## src/rtl/nibble_sequencer.sv

```systemverilog
// Multi-cycle fetch/execute sequencer for the nibble processor: walks the program ROM,
// gates data-memory writes, inserts the overflow-correction cycle and drives memory dumps.
module nibble_sequencer #(
    parameter int PROG_LEN  = 16,
    parameter int MEM_DEPTH = 16
) (
    input  logic        clk,
    input  logic        rst_n,
    input  logic        start,
    input  logic [11:0] instr,
    input  logic        ovf,
    output logic [3:0]  pc,
    output logic [7:0]  op,
    output logic [3:0]  x_out,
    output logic [3:0]  addr_out,
    output logic        mem_we,
    output logic        ovf_phase,
    output logic        dump_valid,
    output logic [3:0]  dump_addr,
    output logic        busy,
    output logic        done,
    output logic        err,
    output logic [7:0]  instr_count
);
    localparam logic [3:0] LAST_PC   = 4'(PROG_LEN - 1);
    localparam logic [3:0] LAST_DUMP = 4'(MEM_DEPTH - 1);

    typedef enum logic [2:0] {IDLE, FETCH, EXEC, OVF, DUMP, HALT} state_t;

    state_t      state_q, state_d;
    logic [3:0]  pc_q, pc_d;
    logic [10:0] ir_q, ir_d;
    logic [3:0]  dump_q, dump_d;
    logic [7:0]  count_q, count_d;
    logic        err_q, err_d;
    logic        retire;
    logic        unused_instr_msb;

    // The top opcode bit carries no meaning for this machine.
    assign unused_instr_msb = instr[11];

    always_ff @(posedge clk or negedge rst_n) begin
        if (!rst_n) begin
            state_q <= IDLE;
            pc_q    <= '0;
            ir_q    <= '0;
            dump_q  <= '0;
            count_q <= '0;
            err_q   <= 1'b0;
        end else begin
            state_q <= state_d;
            pc_q    <= pc_d;
            ir_q    <= ir_d;
            dump_q  <= dump_d;
            count_q <= count_d;
            err_q   <= err_d;
        end
    end

    always_comb begin
        state_d = state_q;
        pc_d    = pc_q;
        ir_d    = ir_q;
        dump_d  = '0;
        count_d = count_q;
        err_d   = err_q;
        retire  = 1'b0;

        case (state_q)
            IDLE, HALT: begin
                if (start) begin
                    state_d = FETCH;
                    pc_d    = '0;
                    count_d = '0;
                    err_d   = 1'b0;
                end
            end
            FETCH: begin
                ir_d    = instr[10:0];
                state_d = EXEC;
            end
            EXEC: begin
                case (ir_q[10:8])
                    3'b100:         state_d = HALT;
                    3'b101, 3'b110: retire = 1'b1;
                    3'b111:         state_d = DUMP;
                    default: begin
                        if (ovf) state_d = OVF;
                        else     retire = 1'b1;
                    end
                endcase
            end
            OVF: retire = 1'b1;
            DUMP: begin
                if (dump_q == LAST_DUMP) retire = 1'b1;
                else                     dump_d = dump_q + 4'd1;
            end
            default: state_d = IDLE;
        endcase

        // Retiring the last program word stops the run with an error instead of wrapping pc.
        if (retire) begin
            count_d = (count_q == 8'hFF) ? count_q : count_q + 8'd1;
            if (pc_q == LAST_PC) begin
                state_d = HALT;
                err_d   = 1'b1;
            end else begin
                pc_d    = pc_q + 4'd1;
                state_d = FETCH;
            end
        end
    end

    assign pc          = pc_q;
    assign op          = (state_q == EXEC || state_q == OVF || state_q == DUMP) ? {5'b0, ir_q[10:8]} : 8'h00;
    assign x_out       = ir_q[3:0];
    assign addr_out    = ir_q[7:4];
    assign mem_we      = (state_q == EXEC && !ir_q[10]) || state_q == OVF;
    assign ovf_phase   = (state_q == OVF);
    assign dump_valid  = (state_q == DUMP);
    assign dump_addr   = dump_q;
    assign busy        = (state_q == FETCH || state_q == EXEC || state_q == OVF || state_q == DUMP);
    assign done        = (state_q == HALT);
    assign err         = err_q;
    assign instr_count = count_q;

endmodule

```

## config.mk

```make
export PLATFORM = sky130hd
export DESIGN_NAME = nibble_sequencer
export DESIGN_NICKNAME = d
export VERILOG_FILES = /design/src/rtl/nibble_sequencer.sv
export SDC_FILE = /design/constraint.sdc
export NUM_CORES = 1
export LEC_CHECK = 0
export ABC_CLOCK_PERIOD_IN_PS = 1800
export BUFFER_PORTS_ARGS = -buffer_cell sky130_fd_sc_hd__buf_2
export CORE_ASPECT_RATIO = 0.5
export CORE_MARGIN = 2
export CORE_UTILIZATION = 45
export DETAILED_ROUTE_END_ITERATION = 8
export GPL_ROUTABILITY_DRIVEN = 0
export GPL_TIMING_DRIVEN = 0
export PLACE_DENSITY = 0.76
export SYNTH_ARGS = -nofsm -noshare
export SYNTH_HDL_FRONTEND = slang
export SYNTH_SLANG_ARGS = --single-unit
```

## constraint.sdc

```tcl
create_clock -name clk -period 1.8 [get_ports clk]
set_input_delay 0.36 -clock clk [delete_from_list [all_inputs] [get_ports clk]]
set_output_delay 0.36 -clock clk [all_outputs]
set_load 0.01 [all_outputs]
```

==> metrics <==
status=completed; core area=approximately 3900 um2; GR Layer Usage met1=0.242; CTS root buf=clkbuf_8; GR Layer Usage met3=0.0576; Synth top area share=0.430; pin count of the biggest net entering global routing=32; Slew @ Worst Pin=between 600 and 700 ps; DR iter-0 viols=110; arrival time worst endpoint=about 1400 ps; Max H-tree Level=2; max-slew violation count=0; syn_area_per_cell=between 10 and 15 um2; r2r setup slk=100 ps; CTS sink count=31; met2 Resource Use GR=0.303; hold buffers post-CTS=0; setup tns final=0 ps; Worst Setup End Kind=primary output; CP Launch Type=flip-flop; Reg2Reg Depth=6; fin worst setup slack=about 42 ps; final hold vios=0; post-route clock period utilization=0.977; Yosys warnings=0; peak supply drop=roughly 0.77 mV; Worst Skew=between 9 and 10 ps; Post-Synthesis Cells=between 150 and 200; P&R area growth vs syn=25.3%; CP Max Fanout=5; Tmin final=1760 ps; CTS Buf Count=5; most frequent cells after synthesis=dfrtp_1 (31), buf_4 (14), nand2_1 (13), mux2_2 (11); Max Root-Sink Buffers=2; prevailing post-synth register cell=dfrtp_1; critical path type=flip-flop to primary output; share of layout cells above drive strength 1=0.415; Hold WC Path Type=primary input to async pin; area leader, netlist=dfrtp_1; I/O pin cnt=54; antenna-violating nets left=0; Via Count=around 1500; placed wire-length estimate=2.72 mm; GRT overflow=0; pwr dens=~1600 nW/um2; RSZ-0062 raised after global routing=true; count leader, synth=dfrtp_1; Skew-Pair Late Insertion Delay=280 ps; Rel. slew slack=0.537; Rows=16; first-pass GRT wire length=6.66 mm; R2R Path End=instr_count[5]; Fmax achieved=0.569 GHz; Die Height=slightly below 50 um; vias in the first global route=about 1400; FILL cells=around 340; asr flop ratio synth=1.00; Initial Util=0.467; ant diodes=0; Final nets=254; width of the die=93.5 um; CTS tree=done; post-synthesis sequential area ratio=0.430; Area contributors post-synth=dfrtp_1 (43%), mux2_2 (6.9%), buf_4 (5.8%), mux2i_1 (2.8%), nand2_1 (2.7%); overall global routing resource usage=0.185; Die Area=4560 um2; Port Buffers=between 40 and 50; Placement Setup Slack=around 42 ps; initial antenna violation count=0; GRT Max-Usage Layer=met2; Reg2Reg Launch Point=state_q[2]; CP Launch Point=state_q[1]; final setup vio count=0; DR WL/cell=about 13 um; Reg clk slew, reported paths=around 70 ps; vias per cell=roughly 5.1; distinct cell type count after synthesis=a little under 50; Design Area, Final=between 2000 and 2500 um2; LEAKAGE=1.13 nW; Post-synth EDFFs=0; CP endpoint=op[1]; Total Wirelength=around 3.8 mm; total of max-cap violations=0; drt drc=0; worst endpoint required time=approximately 1400 ps; Post-Syn Area=about 1800 um2; TritonRoute pass-1 iters=4; dpl cell area=approximately 2100 um2; flops & latches, synth=31
==> metal layers <==
metal	routed length, um	part of all wire	vias up
li1	-	-	726
met1	1680	0.44	709
met2	1900	0.50	43
met3	234	0.061	6
met4	24	0.0063	0
met5	0	0	-
==> report_power, final <==
part           switching [mW]  internal (mW)  leakage, nW  total [mW]
clock network           0.245          0.271       0.0422       0.516
registers               0.254          0.958        0.388        1.21
logic                   0.998          0.982        0.697        1.98
total                    1.50           2.21         1.13        3.71
==> worst min path at each step <==
stage | startpoint | end | slack [ps] | depth (start not counted)
finish | rst_n | instr_count[3] | 130 | 1
global route | rst_n | state_q[1] | 180 | 1
CTS | rst_n | dump_addr[1] | 150 | 1
detailed placement | rst_n | ir_q[0] | 440 | 1
global placement | rst_n | ir_q[1] | 440 | 1
floorplan | rst_n | dump_addr[0] | 60 | 0
==> layout make-up <==
class,count,area (um2),share of cell area
buffer,18,149,0.0659
clock buffer,7,76.3,0.0338
clock inverter,1,5.00,0.00222
inverter,7,35.0,0.0155
multi-input combinational,122,891,0.394
sequential,31,777,0.344
tap,54,67.6,0.0299
timing repair buffer,50,258,0.114
==> logic make-up (layout without fill, tap and decap cells) <==
family / count (synthesis) / in the layout / share of synthesized area
simple gates: 53 / 53 / 0.162
compound gates: 40 / 40 / 0.168
flops: 31 / 31 / 0.430
buf+inv: 25 / 83 / 0.0965
mux: 16 / 16 / 0.0965
xor+xnor: 5 / 5 / 0.0243
fa+ha+maj: 3 / 3 / 0.0208
other cells: 1 / 5 / 0.00208
==> flip-flops by register name, indices dropped and copies added, names as in the netlist <==
register / count
dump_addr: 4
err: 1
instr_count: 8
ir_q: 11
pc: 4
state_q: 3
==> critical path, cell delays in order, from the launching register on <==
cell,delay [ps]
dfrtp_2,410
and2b_4,280
nand2_4,70
inv_6,80
nor2_4,40
nor2b_1,100
buf_2,130
==> per-stage QoR <==
stage          std cells  power [mW]  utilization  hold WS [ps]
5_1_grt              290        4.00        0.585           180
3_5_place_dp         279        3.09        0.549           443
6_report             290        3.71        0.585           128
4_1_cts              289        3.68        0.578           146
3_3_place_gp         279        3.02        0.549           444
2_1_floorplan        178        2.56            -          64.4
==> layout by cell type, fill, tap and decap left out, types with 5 or more instances in the layout <==
cell type  Yosys  layout
mux2i_1        5       5
nand2_1       13      13
nand3_1        5       5
mux2_2        11      11
buf_2          1      48
o211ai_1       6       6
nor2_1         8       7
a21oi_1        8       8
buf_4         14      16
conb_1         1       5
inv_1          5       5
xnor2_1        5       5
dfrtp_1       31      30
clkbuf_8       0       5
==> repair_timing <==
item | CTS | global route
pin swaps | 1 | 4
setup buffers | 2 | 1
endpoints found under the setup margin | 3 | 12
gates resized for setup | 5 | 5
cloned | 0 | 0
No activity file was read; power rests on OpenSTA's default activity.
